**config.mk**
```make
export PLATFORM = sky130hd
export DESIGN_NAME = bus_source_arbiter_flat
export DESIGN_NICKNAME = d
export VERILOG_FILES = /design/src/rtl/bus_source_arbiter_if.sv /design/src/rtl/bus_source_arbiter.sv /design/src/flat_wrapper.sv
export SDC_FILE = /design/constraint.sdc
export NUM_CORES = 1
export LEC_CHECK = 0
export CELL_PAD_IN_SITES_DETAIL_PLACEMENT = 1
export CELL_PAD_IN_SITES_GLOBAL_PLACEMENT = 1
export CORE_MARGIN = 2
export CORE_UTILIZATION = 40
export CTS_CLUSTER_SIZE = 16
export DETAILED_ROUTE_END_ITERATION = 10
export GPL_ROUTABILITY_DRIVEN = 0
export GPL_TIMING_DRIVEN = 0
export PLACE_DENSITY = 0.81
export SLEW_MARGIN = 20
export SYNTH_ARGS = -nofsm -noshare
export SYNTH_HDL_FRONTEND = slang
export SYNTH_SLANG_ARGS = --single-unit
```
**constraint.sdc**
```tcl
create_clock -name clock -period 10.8 [get_ports clock]
set_clock_uncertainty 0.1 [all_clocks]
set_input_delay 1.08 -clock clock [delete_from_list [all_inputs] [get_ports clock]]
set_output_delay 1.08 -clock clock [all_outputs]
set_load 0.05 [all_outputs]
```
**src/rtl/bus_source_arbiter_if.sv**
```systemverilog
// Bus-source request/grant bundle between the 24 datapath bus drivers and the arbiter.
// Requesters drive req; the arbiter drives everything else.
interface bus_source_arbiter_if #(
    parameter int NREQ = 24,
    parameter int CNTW = 4
);
    logic [NREQ-1:0] req;
    logic [NREQ-1:0] grant;
    logic [4:0]      bus_sel;
    logic            bus_valid;
    logic            preempt;
    logic [CNTW-1:0] hold_cnt;

    modport master (
        output req,
        input  grant, bus_sel, bus_valid, preempt, hold_cnt
    );

    modport slave (
        input  req,
        output grant, bus_sel, bus_valid, preempt, hold_cnt
    );
endinterface

```
**src/rtl/bus_source_arbiter.sv**
```systemverilog
// Round-robin owner of the shared 32-bit datapath bus: one-hot grant plus encoder select code,
// a one-cycle dead bus between owners, and hold-limit preemption of a monopolising owner.
module bus_source_arbiter #(
    parameter int NREQ     = 24,
    parameter int HOLD_MAX = 15,
    parameter int CNTW     = 4
) (
    input  logic                 clock,
    input  logic                 clear,
    bus_source_arbiter_if.slave  bus
);
    localparam int SELW = 5;
    localparam logic [CNTW-1:0] HOLD_SAT = (HOLD_MAX == 0) ? {CNTW{1'b1}} : CNTW'(HOLD_MAX);
    localparam logic [NREQ-1:0] ONE_HOT0 = {{(NREQ-1){1'b0}}, 1'b1};

    typedef enum logic [1:0] {IDLE, GRANT, GAP} state_t;

    state_t          state_q, state_d;
    logic [NREQ-1:0] grant_q, grant_d;
    logic [SELW-1:0] bus_sel_q, bus_sel_d;
    logic [SELW-1:0] ptr_q, ptr_d;
    logic            bus_valid_q, bus_valid_d;
    logic            preempt_q, preempt_d;
    logic [CNTW-1:0] hold_cnt_q, hold_cnt_d;

    logic            win_found;
    logic [SELW-1:0] win_idx;
    logic [SELW-1:0] scan_idx;
    logic            owner_req;
    logic            other_req;

    // Search starts just past the last owner, so the ex-owner is considered last.
    always_comb begin
        win_found = 1'b0;
        win_idx   = '0;
        scan_idx  = '0;
        for (int i = 1; i <= NREQ; i++) begin
            scan_idx = SELW'((int'(ptr_q) + i) % NREQ);
            if (!win_found && bus.req[scan_idx]) begin
                win_found = 1'b1;
                win_idx   = scan_idx;
            end
        end
    end

    assign owner_req = |(bus.req & grant_q);
    assign other_req = |(bus.req & ~grant_q);

    always_comb begin
        state_d     = state_q;
        grant_d     = grant_q;
        bus_sel_d   = bus_sel_q;
        bus_valid_d = bus_valid_q;
        preempt_d   = 1'b0;
        hold_cnt_d  = hold_cnt_q;
        ptr_d       = ptr_q;
        unique case (state_q)
            IDLE, GAP: begin
                if (win_found) begin
                    state_d     = GRANT;
                    grant_d     = ONE_HOT0 << win_idx;
                    bus_sel_d   = win_idx;
                    bus_valid_d = 1'b1;
                    hold_cnt_d  = CNTW'(1);
                    ptr_d       = win_idx;
                end else begin
                    state_d     = IDLE;
                    grant_d     = '0;
                    bus_sel_d   = '0;
                    bus_valid_d = 1'b0;
                    hold_cnt_d  = '0;
                end
            end
            GRANT: begin
                // A voluntary release takes precedence over a coinciding hold-limit preemption.
                if (!owner_req || (HOLD_MAX != 0 && hold_cnt_q == HOLD_SAT && other_req)) begin
                    state_d     = GAP;
                    grant_d     = '0;
                    bus_sel_d   = '0;
                    bus_valid_d = 1'b0;
                    hold_cnt_d  = '0;
                    preempt_d   = owner_req;
                end else if (hold_cnt_q != HOLD_SAT) begin
                    hold_cnt_d  = hold_cnt_q + CNTW'(1);
                end
            end
            default: begin
                state_d     = IDLE;
                grant_d     = '0;
                bus_sel_d   = '0;
                bus_valid_d = 1'b0;
                hold_cnt_d  = '0;
            end
        endcase
    end

    always_ff @(posedge clock) begin
        if (clear) begin
            state_q     <= IDLE;
            grant_q     <= '0;
            bus_sel_q   <= '0;
            bus_valid_q <= 1'b0;
            preempt_q   <= 1'b0;
            hold_cnt_q  <= '0;
            ptr_q       <= SELW'(NREQ - 1);
        end else begin
            state_q     <= state_d;
            grant_q     <= grant_d;
            bus_sel_q   <= bus_sel_d;
            bus_valid_q <= bus_valid_d;
            preempt_q   <= preempt_d;
            hold_cnt_q  <= hold_cnt_d;
            ptr_q       <= ptr_d;
        end
    end

    assign bus.grant     = grant_q;
    assign bus.bus_sel   = bus_sel_q;
    assign bus.bus_valid = bus_valid_q;
    assign bus.preempt   = preempt_q;
    assign bus.hold_cnt  = hold_cnt_q;
endmodule
```
**src/flat_wrapper.sv**
```systemverilog
// flat-port wrapper written by rule: the top's interface ports become plain ports
module bus_source_arbiter_flat 
#(
    parameter int NREQ     = 24,
    parameter int HOLD_MAX = 15,
    parameter int CNTW     = 4
)
  (clock, clear, bus_req, bus_grant, bus_bus_sel, bus_bus_valid, bus_preempt, bus_hold_cnt);
  bus_source_arbiter_if #(.NREQ(NREQ), .CNTW(CNTW)) bus_i ();
  input  logic clock;
  input  logic clear;
  input wire logic [$bits(bus_i.req)-1:0] bus_req;
  output wire logic [$bits(bus_i.grant)-1:0] bus_grant;
  output wire logic [$bits(bus_i.bus_sel)-1:0] bus_bus_sel;
  output wire logic [$bits(bus_i.bus_valid)-1:0] bus_bus_valid;
  output wire logic [$bits(bus_i.preempt)-1:0] bus_preempt;
  output wire logic [$bits(bus_i.hold_cnt)-1:0] bus_hold_cnt;
  assign bus_i.req = bus_req;
  assign bus_grant = bus_i.grant;
  assign bus_bus_sel = bus_i.bus_sel;
  assign bus_bus_valid = bus_i.bus_valid;
  assign bus_preempt = bus_i.preempt;
  assign bus_hold_cnt = bus_i.hold_cnt;
  bus_source_arbiter #(.NREQ(NREQ), .HOLD_MAX(HOLD_MAX), .CNTW(CNTW)) u_core (.clock(clock), .clear(clear), .bus(bus_i));
endmodule
```
==> impl_metrics.yaml, run 1 <==
outcome:
  status: "completed"
setup_path:
  cp-end-kind: "register"
  crit_type: "reg2reg"
  crit_path_start_kind: "register"
  required_ps: 10870
  cp_common_cell: "buf_4"
  arrival_ps: 8130
  slowest_stage: "a211oi_1"
  path_max_fanout: 15
  slowest_delay_ps: 730
sta:
  hold_viol_final: 0
  fmaxAchievable_ghz: 0.124
  finalMaxSlewViolations: 0
  setup_viol: 0
  worst_pin_slew_ps: 1120
  timing.final.crit_share_pct: 74.6
  slew_headroom_pct: 25.6
  rsz0062_at_grt: "false"
  setup_tns_ps: 0
  period_minus_slack_ps: 8060
final_layout:
  fillers: 2983
  diodes: 0
  drive_above_1_share_pct: 15.3
  area_growth_pct: 12.0
  finalNetCount: 1383
yosys:
  muxShareOfSynthArea_pct: 16.4
  yosys.area_share.simple_pct: 26.2
  ys_seq_area_share_pct: 8.73
  syn_nets: 1317
  synth_top_family_by_area: "compound AO/OA/AOI/OAI gates"
  ys_warn_count: 0
  yosys.area_share.xor_xnor_pct: 2.87
  ys_ff_latch: 42
  synthArstFlopShare_pct: 0
  synth_area_um2: 9640
  synth-main-ff-cell: "dfxtp_1"
  synth_cell_types: 113
  synthAdderAreaFrac_pct: 6.10
  synth_cells: 1244
  synth_compound_area_share_pct: 31.9
  synth_area_per_cell_um2: 7.75
  synth_edf_count: 0
place:
  hpwl_um: 34100
  port_buffers: 59
die:
  die_area_um2: 25300
  core-area_um2: 23500
  die_y_um: 159
  io_pins: 61
  fp-row-count: 56
  dieWidth_um: 159
  start_util_pct: 40.9
global_route:
  grt_overflow: 0
  track_usage_pct: 33.6
  antenna_found_initial: 0
  grt_max_degree: 17
  grt_pass1_wl_um: 67400
  grt_pass1_vias: 11500
min_path:
  min_path_type: "reg2reg"
clock_tree:
  cts_buffers: 5
  cts_resized: 0
  htree_levels: 2
  clk_pin_slew_ps: 60
  clockRootBuffer: "clkbuf_16"
  clkLatencyLatePin_ps: 290
  cts.sinks: 42
  clockBufferDepth: 2
  cts_setup_buffers: 0
  cts_tree: "yes"
  postCtsHoldBufs: 0
detailed_routing:
  first_pass_iters: 5
  drc: 0
  vias_per_cell: 6.93
  drtIter0Drc: 1192
  vias: 11300
  drtAntennaViolNets: 0
  wl_um: 43600
  avgRoutedWirePerCell_um: 26.8
flow_run:
  drv_cap: 0
[cells in the mapped netlist, types with 8 or more instances]
library cell	count	share of area [%]
nand2_1	86	3.4
nor2_1	78	3.0
inv_1	69	2.7
o21ai_0	60	3.1
a21oi_1	57	3.0
nand3_1	52	2.7
ha_1	47	6.1
dfxtp_1	42	8.7
mux2i_1	37	3.8
buf_2	36	1.9
mux4_2	34	7.9
nand2b_1	32	2.1
nor2b_1	27	1.8
nor3_1	27	1.4
a22o_1	24	2.2
mux2_2	22	2.6
and2_1	20	1.3
clkbuf_1	20	0.78
a31oi_1	19	1.2
xnor2_1	19	1.7
a22oi_1	18	1.4
a21o_1	17	1.3
and3_1	17	1.1
o22ai_1	16	1.0
buf_4	15	1.2
o211ai_1	15	1.2
nand4_1	14	0.91
o21ai_1	14	0.73
or3_1	14	0.91
a221oi_1	11	1.0
a211oi_1	9	0.70
a21boi_0	9	0.70
nand3b_1	9	0.70
or2_2	9	0.58
buf_6	8	0.93
nor3b_1	8	0.62
o2111ai_1	8	0.73
[metal layers]
metal	track usage, %	routed length [µm]	up-vias
met1	42.5	17300	5574
met3	5.37	3960	167
met4	22.2	3340	0
li1	-	-	4928
met5	0	0	-
met2	52.9	19000	629
[cells by family after synthesis]
| family | Yosys count |
|---|---|
| buf+inv | 154 |
| compound gates | 411 |
| flops | 42 |
| fa+ha+maj | 47 |
| simple gates | 455 |
| xor+xnor | 29 |
| mux | 106 |
[path summary, 6_finish.rpt]
kind                              from                    to  slack (ps)  cells past startpoint
setup / recovery       u_core.ptr_q[2]  u_core.bus.grant[13]        2740                     25
hold / removal    u_core.bus.bus_valid  u_core.bus.bus_valid         360                      1
setup reg to reg       u_core.ptr_q[2]  u_core.bus.grant[13]        2740                     25
hold reg to reg   u_core.bus.bus_valid  u_core.bus.bus_valid         360                      1
[cell usage in the layout (no fill, tap or decap), types with 8 or more instances in the layout]
master           count
nand2_1             86
nor2_1              78
inv_1               69
o21ai_0             59
clkdlybuf4s50_1     59
a21oi_1             57
nand3_1             52
ha_1                47
dfxtp_1             42
mux2i_1             37
buf_2               36
mux4_2              34
nand2b_1            32
nor2b_1             27
nor3_1              27
a22o_1              24
mux2_2              22
clkbuf_1            20
and2_1              20
xnor2_1             19
a31oi_1             19
a22oi_1             18
a21o_1              17
and3_1              17
o22ai_1             16
buf_4               15
o211ai_1            15
o21ai_1             15
nand4_1             14
or3_1               14
a221oi_1            11
or2_2                9
a21boi_0             9
nand3b_1             9
a211oi_1             9
buf_6                8
nor3b_1              8
o2111ai_1            8
[sequential cells by signal (all words and copies together) (netlist names)]
register              flops
u_core.bus.grant         24
u_core.bus.bus_sel        5
u_core.ptr_q              5
u_core.bus.hold_cnt       4
u_core.state_q            2
u_core.bus.bus_valid      1
u_core.bus.preempt        1
[stage by stage]
step | setup WS (ps) | hold slack, ps | cell area (µm²) | utilization (%) | cells
final | 2740 | 361 | 10800 | 45.8 | 1630
after floorplan | 5030 | 409 | 9640 | - | 1244
after global routing | 2520 | 388 | 10800 | 45.8 | 1630
after CTS | 2950 | 362 | 10800 | 45.8 | 1630
after global placement | 3130 | 342 | 10600 | 45.1 | 1622
after detailed placement | 3010 | 343 | 10600 | 45.1 | 1622
[critical path: cells and delay by family, from the launching register on]
kind / cells / cell delay, ps
compound gates: 8 / 2460
buf+inv: 8 / 2050
mux: 3 / 910
simple gates: 3 / 810
fa+ha+maj: 2 / 720
flops: 1 / 640
xor+xnor: 1 / 210
[cell type report]
cell class | instances | area [µm²] | share of cell area, %
well taps | 319 | 399 | 3.70
repair buffers | 59 | 591 | 5.47
plain buffers | 81 | 482 | 4.46
clock buffers | 5 | 125 | 1.16
clock inverters | 3 | 40.0 | 0.371
flip-flops and latches | 42 | 841 | 7.79
inverters | 73 | 274 | 2.54
multi-input cells | 1048 | 8040 | 74.5
Power of run 1 is not shown: default switching activity piles up to over one toggle a cycle in this logic, so the estimate is an artifact.
==> run 2, diff against run 1 <==
Clock period 10.8 ns to 7.9 ns, I/O delays scaled along.
==> run 2 against run 1 <==
  * Via count is the same
  * First-iteration DRC count shrank 3.4%
  * Cell area grew 0.17%
  * Register-to-register slack lost 2400 ps
  * Non-clock buffer count shrank 1
  * Critical path depth shrank 1
  * Maximum frequency grew 6.3%
  * Worst setup slack lost 2400 ps
  * Flip-flop and latch count is the same
  * Die area is the same
  * Critical endpoint is now u_core.bus.grant[22]
==> impl_metrics.yaml, run 2 (synthesis results as in run 1) <==
detailed_routing:
  first_pass_iters: 6
  drtAntennaViolNets: 0
  wl_um: 43600
  vias_per_cell: 6.94
  vias: 11300
  drc: 0
  avgRoutedWirePerCell_um: 26.8
  drtIter0Drc: 1151
sta:
  timing.final.crit_share_pct: 95.9
  setup_tns_ps: 0
  slew_headroom_pct: 25.9
  hold_viol_final: 0
  setup_viol: 0
  rsz0062_at_grt: "false"
  worst_pin_slew_ps: 1110
  period_minus_slack_ps: 7580
  fmaxAchievable_ghz: 0.132
  finalMaxSlewViolations: 0
clock_tree:
  clockBufferDepth: 2
  cts.sinks: 42
  cts_tree: "yes"
  cts_setup_buffers: 0
  clk_pin_slew_ps: 60
  cts_buffers: 5
  clkLatencyLatePin_ps: 290
  htree_levels: 2
  clockRootBuffer: "clkbuf_16"
die:
  die_area_um2: 25300
  core-area_um2: 23500
  fp-row-count: 56
  die_y_um: 159
  dieWidth_um: 159
  io_pins: 61
  start_util_pct: 40.9
place:
  port_buffers: 59
  hpwl_um: 34100
setup_path:
  crit_type: "reg2reg"
  crit_path_start_kind: "register"
  crit_path_start: "u_core.ptr_q[2]"
  cp-end-kind: "register"
  arrival_ps: 7650
  required_ps: 7980
  path_max_fanout: 16
  r2r-start: "u_core.ptr_q[2]"
final_layout:
  finalNetCount: 1382
  drive_above_1_share_pct: 15.7
  layout_commonest_cell: "nand2_1"
  fillers: 2981
  area_growth_pct: 12.2
  diodes: 0
  final_cell_mix: "86 x nand2_1, 78 x nor2_1, 69 x inv_1"
  largest_reg_flops: 24
global_route:
  grt_max_degree: 17
  track_usage_pct: 33.6
  grt_pass1_vias: 11500
  antenna_found_initial: 0
  grt_pass1_wl_um: 67400
  grt_overflow: 0
min_path:
  min_from: "u_core.bus.bus_valid"
  min_path_type: "reg2reg"
flow_run:
  drv_cap: 0
outcome:
  status: "completed"
==> run 2: cell count changes in the layout (fill, tap and decap cells not counted), sizes merged <==
cell | previous run | this run
clkbuf | 25 | 24
==> run 2: worst max-delay path, cell delays in order, from the launching register on <==
cell	delay (ps)
dfxtp_2	500
buf_4	280
buf_4	250
buf_4	250
inv_1	380
ha_1	540
clkbuf_1	390
and3b_1	330
nor2_1	80
ha_1	280
nand2b_1	150
o41ai_1	500
o31ai_1	220
mux2_2	330
o221a_2	270
a31oi_1	440
buf_2	350
nand2_1	170
nor4_2	500
a41o_1	250
buf_2	260
a31oi_1	100
o21ai_2	160
nor3_2	120
a22o_1	250
==> run 2: path summary, 6_finish.rpt <==
kind | endpoint | slack (ps) | cells past startpoint
max | u_core.bus.grant[22] | 320 | 24
min | u_core.bus.bus_valid | 360 | 1
max reg2reg | u_core.bus.grant[22] | 320 | 24
min reg2reg | u_core.bus.bus_valid | 360 | 1
==> run 2: routing by layer <==
layer	up-vias	routed length [µm]	track usage (%)
met1	5538	17300	42.5
li1	4916	-	-
met4	0	3290	22.2
met5	-	0	0
met3	166	3970	5.37
met2	678	19100	52.9
==> run 2: cell type report <==
class | count | area [µm²] | share of cell area (%)
Tap cell | 319 | 399 | 3.69
Timing Repair Buffer | 59 | 591 | 5.46
Clock inverter | 3 | 40.0 | 0.370
Multi-Input combinational cell | 1048 | 8060 | 74.6
Sequential cell | 42 | 842 | 7.79
Clock buffer | 5 | 125 | 1.16
Buffer | 80 | 478 | 4.42
Inverter | 73 | 274 | 2.54
==> run 2: metrics by stage <==
stage | setup WS, ps | utilization, % | instance area [µm²] | std cells | hold slack, ps
2_1_floorplan | 2130 | - | 9640 | 1244 | 409
3_3_place_gp | 230 | 45.1 | 10600 | 1622 | 342
3_5_place_dp | 111 | 45.1 | 10600 | 1622 | 343
4_1_cts | 53.6 | 45.8 | 10800 | 1630 | 362
5_1_grt | 157 | 45.9 | 10800 | 1629 | 388
6_report | 324 | 45.9 | 10800 | 1629 | 362
==> run 2: repair_timing <==
action                                  in CTS  in global routing
gates resized for setup                      0                  6
endpoints found under the setup margin       0                 31
hold buffers                                 0                  0
Power of run 2 is left out for the same reason.
